==> src/rtl/core_pkg.sv <==
// Shared widths, writeback-select and load-type encodings, and the FIFO entry layout.
package core_pkg;
  localparam int XLEN         = 32;
  localparam int REG_ADDR_W   = 5;
  localparam int RETIRE_CNT_W = 64;

  localparam logic [1:0] WB_SEL_ALU  = 2'b00;
  localparam logic [1:0] WB_SEL_LOAD = 2'b01;
  localparam logic [1:0] WB_SEL_PC4  = 2'b10;

  localparam logic [2:0] LOAD_LB  = 3'b000;
  localparam logic [2:0] LOAD_LH  = 3'b001;
  localparam logic [2:0] LOAD_LW  = 3'b010;
  localparam logic [2:0] LOAD_LBU = 3'b100;
  localparam logic [2:0] LOAD_LHU = 3'b101;

  // One queued writeback: data is already formatted when it is stored
  typedef struct packed {
    logic [REG_ADDR_W-1:0] rd;
    logic                  we;
    logic [XLEN-1:0]       data;
  } wb_entry_t;
endpackage

==> src/rtl/wb_stage_if.sv <==
// MEM -> WB result handshake bundle.
interface wb_stage_if;
  import core_pkg::*;

  logic                  in_valid;
  logic                  in_ready;
  logic [REG_ADDR_W-1:0] in_rd_addr;
  logic                  in_rd_we;
  logic [1:0]            in_wb_sel;
  logic [XLEN-1:0]       in_alu_result;
  logic [XLEN-1:0]       in_pc_plus4;
  logic [XLEN-1:0]       in_load_word;
  logic [2:0]            in_load_funct3;
  logic [1:0]            in_byte_off;

  modport master (
    output in_valid, in_rd_addr, in_rd_we, in_wb_sel, in_alu_result,
           in_pc_plus4, in_load_word, in_load_funct3, in_byte_off,
    input  in_ready
  );

  modport slave (
    input  in_valid, in_rd_addr, in_rd_we, in_wb_sel, in_alu_result,
           in_pc_plus4, in_load_word, in_load_funct3, in_byte_off,
    output in_ready
  );
endinterface

==> src/rtl/wb_load_fmt.sv <==
// Load formatter: picks the byte/half lane from an aligned word and extends it.
module wb_load_fmt
  import core_pkg::*;
(
  input  logic [XLEN-1:0] word_i,
  input  logic [2:0]      funct3_i,
  input  logic [1:0]      off_i,
  output logic [XLEN-1:0] data_o
);
  logic signed [7:0]  byte_s;
  logic signed [15:0] half_s;

  // Lane select; the low offset bit is irrelevant for halfwords
  always_comb begin
    byte_s = word_i[8*off_i +: 8];
    half_s = word_i[16*off_i[1] +: 16];
  end

  // Extension by load type; unknown types fall back to a full word
  always_comb begin
    data_o = word_i;
    case (funct3_i)
      LOAD_LB:  data_o = XLEN'(byte_s);
      LOAD_LH:  data_o = XLEN'(half_s);
      LOAD_LBU: data_o = {{(XLEN-8){1'b0}}, byte_s};
      LOAD_LHU: data_o = {{(XLEN-16){1'b0}}, half_s};
      default:  data_o = word_i;
    endcase
  end
endmodule

==> src/rtl/wb_stage.sv <==
// Writeback stage: 2-entry result FIFO feeding the regfile write port,
// with a priority debug write path and a retired-instruction counter.
module wb_stage
  import core_pkg::*;
(
  input  logic                    clk,
  input  logic                    rst,
  wb_stage_if.slave               in_if,
  input  logic                    dbg_we,
  input  logic [REG_ADDR_W-1:0]   dbg_addr,
  input  logic [XLEN-1:0]         dbg_data,
  output logic [REG_ADDR_W-1:0]   rd_addr,
  output logic [XLEN-1:0]         rd_data,
  output logic                    write_en,
  output logic                    busy,
  output logic [RETIRE_CNT_W-1:0] retire_count
);
  wb_entry_t             fifo_q [2];
  logic                  wr_ptr_q, wr_ptr_d;
  logic                  rd_ptr_q, rd_ptr_d;
  logic [1:0]            count_q, count_d;
  logic [RETIRE_CNT_W-1:0] retire_q, retire_d;

  logic            push, pop;
  logic [XLEN-1:0] load_data;
  logic [XLEN-1:0] src_data;
  wb_entry_t       head;

  wb_load_fmt u_load_fmt (
    .word_i   (in_if.in_load_word),
    .funct3_i (in_if.in_load_funct3),
    .off_i    (in_if.in_byte_off),
    .data_o   (load_data)
  );

  // Ready only reflects occupancy so the sender never sees a pop-dependent path
  assign in_if.in_ready = (count_q != 2'd2);
  assign push = in_if.in_valid && in_if.in_ready;
  assign pop  = (count_q != 2'd0) && !dbg_we;
  assign head = fifo_q[rd_ptr_q];

  // Writeback source select; encoding 11 behaves as ALU
  always_comb begin
    src_data = in_if.in_alu_result;
    case (in_if.in_wb_sel)
      WB_SEL_LOAD: src_data = load_data;
      WB_SEL_PC4:  src_data = in_if.in_pc_plus4;
      default:     src_data = in_if.in_alu_result;
    endcase
  end

  // Pointer, occupancy and retire-count next state
  always_comb begin
    wr_ptr_d = wr_ptr_q;
    rd_ptr_d = rd_ptr_q;
    count_d  = count_q;
    retire_d = retire_q;
    if (push) wr_ptr_d = ~wr_ptr_q;
    if (pop) begin
      rd_ptr_d = ~rd_ptr_q;
      retire_d = retire_q + 1'b1;
    end
    case ({push, pop})
      2'b10:   count_d = count_q + 2'd1;
      2'b01:   count_d = count_q - 2'd1;
      default: count_d = count_q;
    endcase
  end

  // Control state; reset discards anything queued
  always_ff @(posedge clk or posedge rst) begin
    if (rst) begin
      wr_ptr_q <= 1'b0;
      rd_ptr_q <= 1'b0;
      count_q  <= 2'd0;
      retire_q <= '0;
    end else begin
      wr_ptr_q <= wr_ptr_d;
      rd_ptr_q <= rd_ptr_d;
      count_q  <= count_d;
      retire_q <= retire_d;
    end
  end

  // Entry storage; contents are don't-care while the slot is empty
  always_ff @(posedge clk) begin
    if (push) begin
      fifo_q[wr_ptr_q].rd   <= in_if.in_rd_addr;
      fifo_q[wr_ptr_q].we   <= in_if.in_rd_we;
      fifo_q[wr_ptr_q].data <= src_data;
    end
  end

  // Regfile port mux: debug wins, then the FIFO head, else idle zeros
  always_comb begin
    rd_addr  = '0;
    rd_data  = '0;
    write_en = 1'b0;
    if (dbg_we) begin
      rd_addr  = dbg_addr;
      rd_data  = dbg_data;
      write_en = (dbg_addr != '0);
    end else if (count_q != 2'd0) begin
      rd_addr  = head.rd;
      rd_data  = head.data;
      write_en = head.we && (head.rd != '0);
    end
  end

  assign busy         = (count_q != 2'd0);
  assign retire_count = retire_q;
endmodule
==> src/flat_wrapper.sv <==
// flat-port wrapper written by rule: the top's interface ports become plain ports
module wb_stage_flat import core_pkg::*;
  (clk, rst, dbg_we, dbg_addr, dbg_data, rd_addr, rd_data, write_en, busy, retire_count, in_if_in_valid, in_if_in_rd_addr, in_if_in_rd_we, in_if_in_wb_sel, in_if_in_alu_result, in_if_in_pc_plus4, in_if_in_load_word, in_if_in_load_funct3, in_if_in_byte_off, in_if_in_ready);
  wb_stage_if in_if_i ();
  input  logic clk;
  input  logic rst;
  input  logic dbg_we;
  input  logic [REG_ADDR_W-1:0] dbg_addr;
  input  logic [XLEN-1:0] dbg_data;
  output logic [REG_ADDR_W-1:0] rd_addr;
  output logic [XLEN-1:0] rd_data;
  output logic write_en;
  output logic busy;
  output logic [RETIRE_CNT_W-1:0] retire_count;
  input wire logic [$bits(in_if_i.in_valid)-1:0] in_if_in_valid;
  input wire logic [$bits(in_if_i.in_rd_addr)-1:0] in_if_in_rd_addr;
  input wire logic [$bits(in_if_i.in_rd_we)-1:0] in_if_in_rd_we;
  input wire logic [$bits(in_if_i.in_wb_sel)-1:0] in_if_in_wb_sel;
  input wire logic [$bits(in_if_i.in_alu_result)-1:0] in_if_in_alu_result;
  input wire logic [$bits(in_if_i.in_pc_plus4)-1:0] in_if_in_pc_plus4;
  input wire logic [$bits(in_if_i.in_load_word)-1:0] in_if_in_load_word;
  input wire logic [$bits(in_if_i.in_load_funct3)-1:0] in_if_in_load_funct3;
  input wire logic [$bits(in_if_i.in_byte_off)-1:0] in_if_in_byte_off;
  output wire logic [$bits(in_if_i.in_ready)-1:0] in_if_in_ready;
  assign in_if_i.in_valid = in_if_in_valid;
  assign in_if_i.in_rd_addr = in_if_in_rd_addr;
  assign in_if_i.in_rd_we = in_if_in_rd_we;
  assign in_if_i.in_wb_sel = in_if_in_wb_sel;
  assign in_if_i.in_alu_result = in_if_in_alu_result;
  assign in_if_i.in_pc_plus4 = in_if_in_pc_plus4;
  assign in_if_i.in_load_word = in_if_in_load_word;
  assign in_if_i.in_load_funct3 = in_if_in_load_funct3;
  assign in_if_i.in_byte_off = in_if_in_byte_off;
  assign in_if_in_ready = in_if_i.in_ready;
  wb_stage u_core (.clk(clk), .rst(rst), .in_if(in_if_i), .dbg_we(dbg_we), .dbg_addr(dbg_addr), .dbg_data(dbg_data), .rd_addr(rd_addr), .rd_data(rd_data), .write_en(write_en), .busy(busy), .retire_count(retire_count));
endmodule
==> config.mk <==
export PLATFORM = sky130hd
export DESIGN_NAME = wb_stage_flat
export DESIGN_NICKNAME = d
export VERILOG_FILES = /design/src/rtl/core_pkg.sv /design/src/rtl/wb_stage_if.sv /design/src/rtl/wb_load_fmt.sv /design/src/rtl/wb_stage.sv /design/src/flat_wrapper.sv
export SDC_FILE = /design/constraint.sdc
export NUM_CORES = 1
export LEC_CHECK = 0
export ABC_AREA = 0
export CAP_MARGIN = 40
export CORE_UTILIZATION = 50
export CTS_CLUSTER_SIZE = 10
export DETAILED_ROUTE_END_ITERATION = 8
export GPL_TIMING_DRIVEN = 0
export PLACE_DENSITY_LB_ADDON = 0.1
export SLEW_MARGIN = 40
export SYNTH_ARGS = -nofsm -noshare
export SYNTH_HDL_FRONTEND = slang
export SYNTH_SLANG_ARGS = --single-unit
==> constraint.sdc <==
create_clock -name clk -period 3.9 [get_ports clk]
set_input_delay 0.975 -clock clk [delete_from_list [all_inputs] [get_ports clk]]
set_output_delay 0.975 -clock clk [all_outputs]
set_load 0.02 [all_outputs]
# ---- Word-level counts from Yosys, hierarchy flattened
# Memories as Yosys holds them, arrays and structs flattened.
# Cells that the tools add are included.
dict set report op_classes {
  addsub 3
  multipliers 0
  n_div 0
  n_eq_ne 8
  reduce_logical 9
  shift 2
  bitwise_logic 2
  magnitude_cmp 0
  mux 11
}
# cell count
set ops {}
lappend ops {{case mux 32 bit (4 select lines)} 1}
lappend ops {{adder 64 x 1 -> 64 bit, second input constant} 1}
lappend ops {{2-to-1 mux 32 bit} 2}
lappend ops {{case mux 32 bit (2 select lines)} 1}
lappend ops {{indexed part select 32 x 6 -> 16 bit} 1}
lappend ops {{indexed part select 32 x 6 -> 8 bit} 1}
lappend ops {{2-to-1 mux 5 bit} 2}
lappend ops {{nonzero test 5 bit} 2}
lappend ops {{== test 3 bit, second input constant} 2}
lappend ops {{== test 2 x 1 -> 1 bit, second input constant} 2}
lappend ops {{== test 2 bit, second input constant} 2}
lappend ops {{2-to-1 mux 1 bit} 4}
lappend ops {{case mux 2 bit (2 select lines)} 1}
lappend ops {{nonzero test 2 bit} 2}
lappend ops {{== test 3 x 1 -> 1 bit, second input constant} 1}
lappend ops {{logical AND 1 bit} 3}
lappend ops {{zero test 3 bit} 1}
lappend ops {{adder 2 x 1 -> 2 bit, second input constant} 1}
lappend ops {{!= test 2 bit, second input constant} 1}
lappend ops {{inverter 1 bit} 2}
lappend ops {{subtractor 2 x 1 -> 2 bit, second input constant} 1}
lappend ops {{zero test 1 bit} 1}
dict set report word_totals {
  mem_bits_ro 0
  in_bits 150
  output_inout_bits 104
  wordCells 40
  ff_bits 68
  n_memories 1
  latchBits 0
  mem_bits_rw 76
}
# name words word_bits rd rd_ports_with_merged_regs wr line
set memory_table {}
lappend memory_table {u_core.fifo_q 2 38 1 0 1 wb_stage.sv:18} ;# wb_entry_t fifo_q [2];

# ---- Logic depth before layout (Yosys ltp)
# An unclocked memory read counts as a cell.
dict set report logic_depth {
  depth_word 5
  mapped_depth 8
  depth_no_buf 7
}

# ---- By module
# From an unflattened synthesis, not the netlist that was laid out.
dict set report hier_totals {
  cells_unflattened 740
  area_unflattened_um2 7717.4
}
# module instances cells_per_inst seq_area_each_um2 area_per_inst_um2
set by_module_without_submodules {}
lappend by_module_without_submodules {wb_stage 1 622 3983.8 6922.9}
lappend by_module_without_submodules {wb_load_fmt 1 118 0.0 794.5}

# ---- Worst setup path before layout
# No wires, ideal clock.
dict set report synth_timing {
  path_kind {in2reg}
  startpoint {input port in_if_in_valid}
  endpoint {memory u_core.fifo_q[0][0] in the netlist's numbering (enable)}
  setup_ps 433
  t_required_ps 3467
  cell_stages 2
  path_slack_ps 788
  path_buffers 0
  arrival_time_ps 2679
  cell_sequence {nand2_1 nor2_1}
}
dict set report synth_via {
  elab_chain_len 3
}
# element line
set synth_lines {}
lappend synth_lines {{start, declared} flat_wrapper.sv:15} ;# input wire logic [$bits(in_if_i.in_valid)-1:0] in_if_in_valid;
lappend synth_lines {{logical AND 1 bit} wb_stage.sv:38} ;# assign push = in_if.in_valid && in_if.in_ready;
lappend synth_lines {{2-to-1 mux 1 bit} wb_stage.sv:87} ;# if (push) begin
lappend synth_lines {{2-to-1 mux 1 bit (implied by the code)} wb_stage.sv:90} ;# fifo_q[wr_ptr_q].data <= src_data;
lappend synth_lines {{end, declared} wb_stage.sv:18}
# No other way between the ends.

# ---- Worst setup path in the final report
dict set report layout_timing {
  startpoint {input port dbg_we}
  endpoint {output port rd_data[16]}
}
dict set report layout_via {
  elab_chain_len 1
}
# element line
set layout_lines {}
lappend layout_lines {{start, declared} flat_wrapper.sv:7} ;# input logic dbg_we;
lappend layout_lines {{2-to-1 mux 32 bit} wb_stage.sv:99} ;# if (dbg_we) begin
lappend layout_lines {{end, declared} flat_wrapper.sv:11} ;# output logic [XLEN-1:0] rd_data;
# No other way between the ends.

==> results.md <==
### Critical path
* rd_data[16] — endpoint of the most critical setup path
* input port to output pin — category of the critical setup timing path
* 1380 ps — r2r setup slk
* 10 — crit path max fanout
* u_core.retire_count[0]$_DFFE_PP0P_ — Critical R2R Launch
* input port — kind of start point of the critical path
* 7 — Register-to-Register Path Depth
* output pin — category of the worst setup path capture point
* u_core.retire_count[60]$_DFFE_PP0P_ — capture point of the worst reg-to-reg path
* dbg_we — timing startpoint of the critical path
* 2850 ps — Critical Path AT
* 2920 ps — Critical Path RT

### Detailed routing
* 20.0 um — final routed wire length divided by cell count
* 5 — DRT Pass-1 Iters
* 6,827 — number of vias in the routed layout
* 5.83 — routed vias/inst
* 23,400 um — Total Wirelength
* 0 — drt drc
* 561 — DRC violation total after the first TritonRoute iteration
* 0 — post-route ant nets

### Placement
* -409 ps — post-placement setup slack
* 1,137 — Placed Instances
* 253 — number of I/O port buffers
* 17,900 um — Final HPWL DP
* 0.988 — GP Congestion

### STA
* no — RSZ-0062 raised after global routing
* 0 — endpoints failing setup
* 98.1% — final worst path period share
* 0 — Max Transition Viols Final
* 11.0 ps — clock skew
* 3830 ps — fin crit period
* 934 ps — slew at the pin closest to its max-slew limit
* 37.2% — worst-case headroom to the max-slew limit
* 0 — final hold violations
* 73.5 ps — Final Worst Setup Slack
* 261 MHz — maximum clock rate

### Logic synthesis
* 42 — Distinct cells, synth
* 7430 um^2 — mapped cell area
* 53.6% — part of the Yosys area used for sequential elements
* sky130_fd_sc_hd__edfxtp_1 — dominant register cell in the synthesized netlist
* 851 — net count after synthesis
* 0 — Syn. warnings
* 10.7 um^2 — Avg Synthesized Cell Area
* 697 — number of cells produced by synthesis
* 144 — Synth Register Bits
* 76 — number of synthesized flops with an enable pin
* 47.2% — fraction of synthesis flops using an asynchronous set or reset pin

### Clocking
* done — TritonCTS clock tree
* 17 — TritonCTS buffer count
* sky130_fd_sc_hd__clkbuf_16 — CTS Root Buffer Type
* 60 ps — clock-pin slew reported for the worst setup and hold paths after clock tree synthesis
* 4 — H-tree lvl count
* 2 — Max clock buf depth
* 0 — post-CTS setup repair buffer count
* 0 — hold-fix buffers at CTS
* 7 — Resized Gates After CTS
* 144 — Clock Sink Count
* 420 ps — insertion delay of the later-clocked pin in the worst-skew pair

### Layout
* 249 x sky130_fd_sc_hd__clkdlybuf4s50_1, 92 x sky130_fd_sc_hd__nand2_1, 76 x sky130_fd_sc_hd__edfxtp_1, 68 x sky130_fd_sc_hd__dfrtp_1, 45 x sky130_fd_sc_hd__mux2i_1 — most used cells in the layout excluding fill and tap cells
* 5.69% — share of cells above drive strength 1
* sky130_fd_sc_hd__clkdlybuf4s50_1 — most common library cell in the layout ignoring fill and taps
* 46.2% — synthesis-to-finish area growth
* 74.7% — utilization of the core after routing
* 1,126 — number of nets at the end of the flow
* 970 — fill count
* 1,171 — non-filler instance count after layout

### Floorplan
* 51.1% — Initial Util
* 14,500 um^2 — area inside the core boundary
* 15,300 um^2 — Die Footprint
* 254 — number of I/O pins
* 124 um — DIE WIDTH
* 44 — count of standard-cell rows
* 124 um — die span in y

### GRT
* 30.9% — combined global-route utilization of all metal layers
* 6,762 — number of global-route vias before repair
* 41 — maximum number of pins on one net before global-route repair
* 34,800 um — wire length of the first global-routing pass
* 0 — gr ovfl total
* 3 — antenna violations before repair

### Status
* completed — run status

### Power
* 0.314 mV — worst vdd rail ir drop
* 483 nW/um^2 — power density relative to cell area
* 4.31 nW — leakage power total

### Run
* 0 — Max-Cap Viols

### Hold path
* register to register — Min-Delay Path Class

[worst min-delay path by stage]
stage	start	end	slack, ps	depth (start not counted)
floorplan	u_core.count_q[1]$_DFFE_PP0P_	u_core.count_q[1]$_DFFE_PP0P_	460	1
global placement	u_core.count_q[1]$_DFFE_PP0P_	u_core.count_q[1]$_DFFE_PP0P_	480	1
detailed placement	u_core.retire_count[57]$_DFFE_PP0P_	u_core.retire_count[57]$_DFFE_PP0P_	490	1
CTS	u_core.count_q[1]$_DFFE_PP0P_	u_core.count_q[1]$_DFFE_PP0P_	500	1
global route	u_core.retire_count[57]$_DFFE_PP0P_	u_core.retire_count[57]$_DFFE_PP0P_	520	1
finish	u_core.count_q[1]$_DFFE_PP0P_	u_core.count_q[1]$_DFFE_PP0P_	500	1
[final cells by class]
class                      count  area, um^2  area share (%)
tap                          184         230            2.12
timing repair buffer         256        2600            23.9
inverter                      20        77.6           0.714
clock buffer                  18         429            3.95
buffer                        35         148            1.36
sequential                   144        3980            36.7
multi-input combinational    498        3250            29.9
antenna                        2        5.00          0.0461
clock inverter                14         143            1.31
[critical path, cell delays in order]
cell and delay [ps]:
sky130_fd_sc_hd__clkdlybuf4s50_1 490, sky130_fd_sc_hd__clkbuf_2 270, sky130_fd_sc_hd__clkbuf_4 290, sky130_fd_sc_hd__nand2_1 60, sky130_fd_sc_hd__o21ai_0 80, sky130_fd_sc_hd__clkdlybuf4s50_1 670
[synth_stat cells (all sizes together), types with 3 or more instances]
cell type,instances,area (um^2)
a22oi,7,52.6
nand4,26,181
and3,10,62.6
and2,3,18.8
buf,5,23.8
a21oi,31,155
inv,19,71.3
or4,4,30.0
a221oi,16,140
edfxtp,76,2280
dfrtp,68,1700
xnor2,35,307
nand2,92,345
xor2,33,289
nor4,14,106
nor2b,33,206
clkbuf,30,113
nor2,27,101
nand3,20,100
ha,4,50.1
nor3,14,75.1
mux2i,45,450
o221ai,9,78.8
o211ai,16,120
o21ai,40,200
and4,8,70.1
[cell families (layout without fill, tap and decap cells)]
group,after synthesis,in the layout,share of synthesized area (%)
xor+xnor,68,68,8.02
fa+ha+maj,4,4,0.674
flops,144,144,53.6
buf+inv,55,343,2.85
compound gates,122,122,10.3
mux,46,46,6.37
other cells,0,2,0
simple gates,258,258,18.1
[through the flow]
step                hold slack, ps  total power (W)  cell area (um^2)  TNS [ps]
finish                         499          0.00525             10900         0
global route                   524          0.00543             10900         0
CTS                            501          0.00525             10800         0
detailed placement             487          0.00370             10300     -5510
global placement               476          0.00362             10200    -21100
floorplan                      456          0.00289              7430         0
[report_power, final]
| group | total, W | switching, W | internal (W) | leakage (nW) |
|---|---|---|---|---|
| combinational | 0.00166 | 0.000930 | 0.000726 | 2.43 |
| sequential | 0.00203 | 0.000123 | 0.00191 | 1.62 |
| clock | 0.00156 | 0.000626 | 0.000937 | 0.266 |
| total | 0.00525 | 0.00168 | 0.00357 | 4.31 |
[state kept, by name (all words and copies together) (netlist names)]
| signal | flops |
|---|---|
| u_core.rd_ptr_q | 1 |
| u_core.retire_count | 64 |
| u_core.fifo_q | 76 |
| u_core.wr_ptr_q | 1 |
| u_core.count_q | 2 |
[routing by layer]
layer	vias up	track usage, %	wire (um)
met5	-	0	13
met4	2	13.6	688
met3	50	7.28	1750
met2	375	52.5	11800
met1	3292	37.2	9160
li1	3108	-	-
Note: power is estimated with default switching activity, not from simulation.
